<file path="src/rtl/spi_init_sequencer.sv">
// Shares one 24-bit SPI master between a power-up command-table walker and a host port.
// Optional read-back verification of walker reads: define SPI_INIT_VERIFY_EN.
module spi_init_sequencer #(
    parameter int unsigned NUM_CMDS   = 8,
    parameter int unsigned START_HOLD = 4,
    parameter logic [15:0] TIMEOUT    = 16'd8000
) (
    input  logic       i_clock,
    input  logic       i_reset,
    input  logic       i_init_start,
    output logic [7:0] o_tbl_index,
    input  logic       i_tbl_op,
    input  logic [7:0] i_tbl_addr,
    input  logic [7:0] i_tbl_data,
    input  logic       i_host_req,
    input  logic       i_host_rw,
    input  logic [7:0] i_host_addr,
    input  logic [7:0] i_host_wdata,
    output logic       o_host_ack,
    output logic [7:0] o_host_rdata,
    output logic       o_init_busy,
    output logic       o_init_done,
    output logic       o_err,
    output logic [7:0] o_err_index,
`ifdef SPI_INIT_VERIFY_EN
    output logic       o_mismatch,
`endif
    output logic       o_spi_start_w,
    output logic       o_spi_start_r,
    output logic [7:0] o_spi_addr,
    output logic [7:0] o_spi_wdata,
    input  logic [7:0] i_spi_rdata,
    input  logic       i_spi_done
);

    typedef enum logic [2:0] {
        ST_IDLE, ST_FETCH, ST_ISSUE, ST_WAIT, ST_NEXT, ST_READY, ST_ERROR
    } state_t;

    localparam logic [7:0]  LAST_INDEX   = 8'(NUM_CMDS - 1);
    localparam logic [15:0] HOLD_LAST    = 16'(START_HOLD - 1);
    localparam logic [15:0] TIMEOUT_LAST = TIMEOUT - 16'd1;

    state_t      r_state;
    state_t      w_state_next;
    logic        r_init_start_d;
    logic [15:0] r_cnt;
    logic        r_op;
    logic        r_host;
    logic [7:0]  r_tbl_index;
    logic [7:0]  r_spi_addr;
    logic [7:0]  r_spi_wdata;
    logic [7:0]  r_host_rdata;
    logic [7:0]  r_err_index;
    logic        r_host_ack;
    logic        r_init_busy;
    logic        r_init_done;
    logic        r_err;
    logic        w_init_rise;
    logic        w_walk_go;
    logic        w_host_go;
    logic        w_wait_done;
    logic        w_timeout;
    logic        w_verify_fail;

    assign w_init_rise = i_init_start & ~r_init_start_d;

`ifdef SPI_INIT_VERIFY_EN
    logic r_mismatch;
    assign o_mismatch    = r_mismatch;
    // Table data is still addressed by the current index while in NEXT.
    assign w_verify_fail = (r_state == ST_NEXT) && !r_host && r_op && (i_spi_rdata != i_tbl_data);
`else
    assign w_verify_fail = 1'b0;
`endif

    always_ff @(posedge i_clock or posedge i_reset) begin
        if (i_reset) begin
            r_state <= ST_IDLE;
        end else begin
            r_state <= w_state_next;
        end
    end

    always_comb begin
        w_state_next = r_state;
        w_walk_go    = 1'b0;
        w_host_go    = 1'b0;
        w_wait_done  = 1'b0;
        w_timeout    = 1'b0;
        case (r_state)
            ST_IDLE: begin
                if (w_init_rise) begin
                    w_walk_go    = 1'b1;
                    w_state_next = ST_FETCH;
                end
            end
            ST_FETCH: w_state_next = ST_ISSUE;
            ST_ISSUE: begin
                if (r_cnt == HOLD_LAST) begin
                    w_state_next = ST_WAIT;
                end
            end
            ST_WAIT: begin
                // done was cleared by the master during ISSUE, so a high level here is fresh.
                if (i_spi_done) begin
                    w_wait_done  = 1'b1;
                    w_state_next = r_host ? ST_READY : ST_NEXT;
                end else if (r_cnt == TIMEOUT_LAST) begin
                    w_timeout    = 1'b1;
                    w_state_next = ST_ERROR;
                end
            end
            ST_NEXT: begin
                if (w_verify_fail) begin
                    w_state_next = ST_ERROR;
                end else if (r_tbl_index == LAST_INDEX) begin
                    w_state_next = ST_READY;
                end else begin
                    w_state_next = ST_FETCH;
                end
            end
            ST_READY: begin
                if (w_init_rise) begin
                    w_walk_go    = 1'b1;
                    w_state_next = ST_FETCH;
                end else if (i_host_req) begin
                    w_host_go    = 1'b1;
                    w_state_next = ST_ISSUE;
                end
            end
            ST_ERROR: begin
                if (w_init_rise) begin
                    w_walk_go    = 1'b1;
                    w_state_next = ST_FETCH;
                end
            end
            default: w_state_next = ST_IDLE;
        endcase
    end

    always_ff @(posedge i_clock or posedge i_reset) begin
        if (i_reset) begin
            r_init_start_d <= 1'b0;
            r_cnt          <= 16'd0;
            r_op           <= 1'b0;
            r_host         <= 1'b0;
            r_tbl_index    <= 8'd0;
            r_spi_addr     <= 8'd0;
            r_spi_wdata    <= 8'd0;
            r_host_rdata   <= 8'd0;
            r_err_index    <= 8'd0;
            r_host_ack     <= 1'b0;
            r_init_busy    <= 1'b0;
            r_init_done    <= 1'b0;
            r_err          <= 1'b0;
`ifdef SPI_INIT_VERIFY_EN
            r_mismatch     <= 1'b0;
`endif
        end else begin
            r_init_start_d <= i_init_start;
            r_host_ack     <= 1'b0;

            // One counter serves both the start-hold and the done timeout.
            if (w_state_next != r_state) begin
                r_cnt <= 16'd0;
            end else if (r_state == ST_ISSUE || r_state == ST_WAIT) begin
                r_cnt <= r_cnt + 16'd1;
            end

            if (w_walk_go) begin
                r_tbl_index <= 8'd0;
                r_init_busy <= 1'b1;
                r_init_done <= 1'b0;
                r_err       <= 1'b0;
`ifdef SPI_INIT_VERIFY_EN
                r_mismatch  <= 1'b0;
`endif
            end

            if (r_state == ST_FETCH) begin
                r_op        <= i_tbl_op;
                r_host      <= 1'b0;
                r_spi_addr  <= i_tbl_addr;
                r_spi_wdata <= i_tbl_op ? 8'd0 : i_tbl_data;
            end

            if (w_host_go) begin
                r_op        <= i_host_rw;
                r_host      <= 1'b1;
                r_spi_addr  <= i_host_addr;
                r_spi_wdata <= i_host_rw ? 8'd0 : i_host_wdata;
            end

            if (w_wait_done && r_host) begin
                r_host_ack <= 1'b1;
                if (r_op) begin
                    r_host_rdata <= i_spi_rdata;
                end
            end

            if (r_state == ST_NEXT && !w_verify_fail) begin
                if (r_tbl_index == LAST_INDEX) begin
                    r_init_busy <= 1'b0;
                    r_init_done <= 1'b1;
                end else begin
                    r_tbl_index <= r_tbl_index + 8'd1;
                end
            end

            if (w_timeout || w_verify_fail) begin
                r_err       <= 1'b1;
                r_init_busy <= 1'b0;
                r_err_index <= (w_timeout && r_host) ? 8'hFF : r_tbl_index;
            end

`ifdef SPI_INIT_VERIFY_EN
            if (w_verify_fail) begin
                r_mismatch <= 1'b1;
            end
`endif
        end
    end

    assign o_spi_start_w = (r_state == ST_ISSUE) && !r_op;
    assign o_spi_start_r = (r_state == ST_ISSUE) && r_op;
    assign o_spi_addr    = r_spi_addr;
    assign o_spi_wdata   = r_spi_wdata;
    assign o_tbl_index   = r_tbl_index;
    assign o_host_ack    = r_host_ack;
    assign o_host_rdata  = r_host_rdata;
    assign o_init_busy   = r_init_busy;
    assign o_init_done   = r_init_done;
    assign o_err         = r_err;
    assign o_err_index   = r_err_index;

endmodule

</file>
<file path="config.mk">
export PLATFORM = sky130hd
export DESIGN_NAME = spi_init_sequencer
export DESIGN_NICKNAME = d
export VERILOG_FILES = /design/src/rtl/spi_init_sequencer.sv
export SDC_FILE = /design/constraint.sdc
export NUM_CORES = 1
export LEC_CHECK = 0
export CORE_MARGIN = 2
export CORE_UTILIZATION = 48
export DETAILED_ROUTE_END_ITERATION = 8
export GPL_TIMING_DRIVEN = 0
export PLACE_DENSITY = 0.92
export SLEW_MARGIN = 20
export SYNTH_ARGS = -nofsm -noshare
export SYNTH_HDL_FRONTEND = slang
export SYNTH_SLANG_ARGS = --single-unit
</file>
<file path="constraint.sdc">
create_clock -name i_clock -period 2.3 [get_ports i_clock]
set_input_delay 0.46 -clock i_clock [delete_from_list [all_inputs] [get_ports i_clock]]
set_output_delay 0.46 -clock i_clock [all_outputs]
set_load 0.005 [all_outputs]
</file>
==> results.md, run 1 <==
Status:
- The run finished with clean final reports.

Setup path:
- The critical-path maximum fanout is 10.
- The count of cells along the worst register-to-register path is 7.
- The nature of the critical path startpoint is a register.
- The category of the critical setup timing path is register to register.
- Counting stages on the worst path, the most repeated cell is sky130_fd_sc_hd__buf_2.
- The capture point of the worst path is o_err_index[3].
- The cell with the largest stage delay on the worst path is sky130_fd_sc_hd__dfrtp_1.
- The endpoint identified for the worst register-to-register timing path is o_err_index[3].
- At the worst endpoint, the required time is 2530 ps.
- The reg-to-reg critical path startpoint is r_cnt[0].
- The worst setup path is captured at a register.
- The launch point of the critical path is r_cnt[0].
- The longest individual stage delay on the worst path is 410 ps.
- The signal on the critical path passes through ha_1 > nor4b_1 > and4_1 > nor2b_1 > buf_2 > buf_2 > a21oi_1.
- The setup slack of the most critical reg-to-reg path is 180 ps.
- For the worst setup path, the data arrival time is around 2400 ps.

Logic synthesis:
- The mean instance size in the synthesized netlist is around 9.9 sq um.
- The number of enable flip-flop cells after synthesis is 0.
- The part of the Yosys area used for sequential elements is 51.2%.
- After synthesis, the most frequently instantiated cells are sky130_fd_sc_hd__dfrtp_1, sky130_fd_sc_hd__nand2_1, sky130_fd_sc_hd__nor2_1.
- The number of synthesized register bits is 66.
- The summed instance area of the synthesized netlist is 3220 sq um.
- The top cell type's share of synthesized area is 51.2%.
- The most instantiated library cell after synthesis is sky130_fd_sc_hd__dfrtp_1.
- The most common flop cell mapped by yosys is sky130_fd_sc_hd__dfrtp_1.
- Counting flops with an async set or reset pin after synthesis yields a share of 100%.
- Sorting the synthesized cells by area gives the leading types as sky130_fd_sc_hd__dfrtp_1, sky130_fd_sc_hd__nand2_1, sky130_fd_sc_hd__nor3_1.
- Yosys printed 0 warnings.
- When the netlist entered floorplanning its net count stood at 375.
- Counting every instance in the synthesized netlist gives between 300 and 400.
- The number of distinct library cells after synthesis is 51.
- The cell accounting for the most synthesized area is sky130_fd_sc_hd__dfrtp_1.

Clock network:
- The H-tree was split into 3 levels.
- Buffers inserted during clock tree synthesis total 9.
- After clock tree synthesis, the clock-pin slew on the worst setup and hold paths is 70 ps.
- In this run the deepest clock path goes through 2 buffers.
- The clock latency on the worst-skew pair is 350 ps.
- The buffer cell driving the clock tree root is sky130_fd_sc_hd__clkbuf_8.
- The CTS tree is yes.
- The hold buffer count at CTS is 0.
- The clock net sink count is 66.

Placed design:
- The placed instances occupy a cell area of 4260 sq um.
- At the end of routability-driven placement, the weighted congestion stood at between 0.9 and 1.
- The estimated wirelength of the detail-placed design is 5.90 mm.
- The count of buffers added on input and output ports is 92.

Die:
- The site row count is 29.
- Measured along the x axis, the die boundary spans 86.0 um.
- 93 I/O pins were placed.
- The area inside the core boundary is 6420 sq um.
- The vertical extent of the die is 86.0 um.
- The initial core utilization is 50.2%.
- The die covers 7390 sq um.

STA:
- The number of failing setup endpoints in the final timing report is 0.
- The setup TNS after final layout is 0 ps.
- The number of failing hold endpoints at the final stage is 0.
- After layout, the worst path uses 92.2% of the clock period.
- The worst slew margin relative to its limit is 58.6%.
- The worst clock skew on the final layout is around 11 ps.
- At the pin with the least slew margin, the transition time is 615 ps.
- The shortest clock period the worst path allows after layout is 2120 ps.
- The total count of max-transition violations in the final report is 0.
- Based on the critical path, the design can be clocked at up to 472 MHz.

Power and ir drop:
- The fraction of power spent switching nets is 32.4%.
- Sequential cells account for between 30% and 40% of the total power.
- In this run the static leakage power is between 1.5 and 2 nW.
- Internal power comes to 2.91 mW.
- Of the total power, the clock network draws 23.2%.
- The power per unit of standard cell area is roughly 960 nW/um^2.
- The share of total power dissipated in combinational logic is slightly below 40%.
- IR analysis of the VDD net gives a maximum drop of about 550 uV.
- The power spent charging and discharging nets is between 1 and 1.5 mW.

Global routing:
- The first global-routing pass estimated 13.0 mm of wire.
- The residual overflow from global routing is 0.
- The number of global-route vias before repair is approximately 2800.
- The number of antenna violations at the first check in global routing is 0.
- Entering global routing, the biggest net connects 38 pins.
- For this run, the total global-route usage over all layers was measured as 22.5%.

Routing:
- For this run, design rule violations remaining after detail routing come to 0.
- The DRC marker count from the first detailed-route iteration is 156.
- The final routed wire length divided by cell count is ~15 um.
- The number of vias in the routed layout is 2890.
- The overall routed net length is 7.93 mm.
- The detail route stage leaves a number of antenna-violating nets equal to 0.
- The total iterations of the first detailed-routing run is 6.
- Dividing the detail-routed via count by the number of cells gives 5.62.

Layout:
- After the last flow step, the layout net total stands at 481.
- The signed area change from the synthesized netlist to the final layout is 39.8%.
- The post-route cell area is between 4000 and 5000 sq um.
- In the final layout, the share of cells above drive strength 1 is between 10% and 20%.
- The antenna diode count is 0.

Min path:
- The worst hold path belongs to the class primary input to async pin.

Run:
- The number of maximum-capacitance violations is 0.
==> placed cells by master (no fill, tap or decap), types with 3 or more instances in the layout <==
cell type                          n
sky130_fd_sc_hd__nand4_1           7
sky130_fd_sc_hd__a21o_1            3
sky130_fd_sc_hd__xor2_1           12
sky130_fd_sc_hd__nand3_1           6
sky130_fd_sc_hd__nand2_1          31
sky130_fd_sc_hd__nor2_1           29
sky130_fd_sc_hd__mux2i_1           9
sky130_fd_sc_hd__nor2b_1           5
sky130_fd_sc_hd__buf_2            10
sky130_fd_sc_hd__clkbuf_8         11
sky130_fd_sc_hd__a21oi_1          19
sky130_fd_sc_hd__mux2_2            8
sky130_fd_sc_hd__clkbuf_1          6
sky130_fd_sc_hd__a22oi_1           8
sky130_fd_sc_hd__or2_2             4
sky130_fd_sc_hd__buf_4             3
sky130_fd_sc_hd__o31ai_1           4
sky130_fd_sc_hd__xnor2_1           4
sky130_fd_sc_hd__and2_1            3
sky130_fd_sc_hd__dfrtp_1          66
sky130_fd_sc_hd__nor3_1           23
sky130_fd_sc_hd__nor3b_1           4
sky130_fd_sc_hd__nand2b_1          5
sky130_fd_sc_hd__nor4_1            3
sky130_fd_sc_hd__clkdlybuf4s50_1  90
sky130_fd_sc_hd__o21ai_0          22
==> stage by stage <==
step	worst slack (ps)	util (%)	hold WS [ps]	total power, mW	instances
2_1_floorplan	185	-	473	2.46	326
3_3_place_gp	-838	66.0	463	3.18	495
3_5_place_dp	-494	66.4	468	3.27	496
4_1_cts	33.0	69.7	453	4.29	512
5_1_grt	-16.7	70.2	475	4.56	514
6_report	180	70.2	449	4.31	514
==> power by group through the flow <==
stage	Sequential (mW)	Clock (mW)	Combinational [mW]
final	1.62	1.00	1.69
after global routing	1.66	1.06	1.85
after CTS	1.62	1.02	1.65
after detailed placement	1.64	0	1.63
after global placement	1.62	0	1.56
after floorplan	1.63	0	0.828
==> repair_timing <==
action | 4_1_cts | 5_1_grt
buffers inserted | 0 | 2
gates resized for setup | 3 | 2
setup endpoints to repair | 11 | 11
pin swaps | 0 | 1
==> cell type report <==
cell class              count  area, sq um
fillers                   452         1920
flip-flops and latches     66         1650
multi-input cells         239         1490
repair buffers             95          957
clock buffers              12          155
well taps                  77         96.3
plain buffers              18         91.3
clock inverters             4         50.0
inverters                   3         13.8
==> layer usage <==
metal  track usage, %  vias up  routed length (um)
li1                 -     1368                   -
met1             27.0     1390                3270
met2             37.9      110                4040
met3             6.26       22                 441
met4             9.38        0                 175
met5                0        -                   0
==> worst min path at each step <==
| stage | to | slack, ps | cells after the start |
|---|---|---|---|
| after floorplan | o_spi_addr[4] | 470 | 2 |
| after CTS | o_spi_addr[2] | 450 | 2 |
| after detailed placement | o_init_done | 470 | 1 |
| after global placement | o_err | 460 | 1 |
| final | o_spi_addr[2] | 450 | 2 |
| after global routing | o_spi_addr[2] | 480 | 2 |
==> logic make-up (layout without fill, tap and decap cells) <==
logic type	count (synthesis)	count (layout)	synth area share, %
buffers and inverters	21	132	3.10
AO/OA/AOI/OAI	69	69	13.4
flip-flops	66	66	51.2
XOR/XNOR	16	16	4.35
AND/OR/NAND/NOR	135	135	21.5
adder cells (fa/ha/maj)	2	2	0.776
multiplexers	17	17	5.59
==> flip-flops by register name, indices dropped and copies added, names as in the netlist <==
signal,cells
o_err,1
o_err_index,8
o_host_ack,1
o_host_rdata,8
o_init_busy,1
o_init_done,1
o_spi_addr,8
o_spi_wdata,8
o_tbl_index,8
r_cnt,16
r_host,1
r_init_start_d,1
r_op,1
r_state,3
==> worst max-delay path, delay by kind of cell (launching register included) <==
kind / cells / cell delay (ps)
adder cells (fa/ha/maj): 1 / 220
buffers and inverters: 2 / 460
flip-flops: 1 / 410
AND/OR/NAND/NOR: 3 / 800
AO/OA/AOI/OAI: 1 / 110
Power figures use the tool's default switching activity.
==> run 2, diff against run 1 <==
--- a/config.mk
+++ b/config.mk
@@ -5,6 +5,7 @@
 export SDC_FILE = /design/constraint.sdc
 export NUM_CORES = 1
 export LEC_CHECK = 0
+export CAP_MARGIN = 20
 export CORE_MARGIN = 2
 export CORE_UTILIZATION = 48
 export DETAILED_ROUTE_END_ITERATION = 8
==> results of run 2 <==
Same layout as run 1: the final DEF is identical, and so are final timing and power.
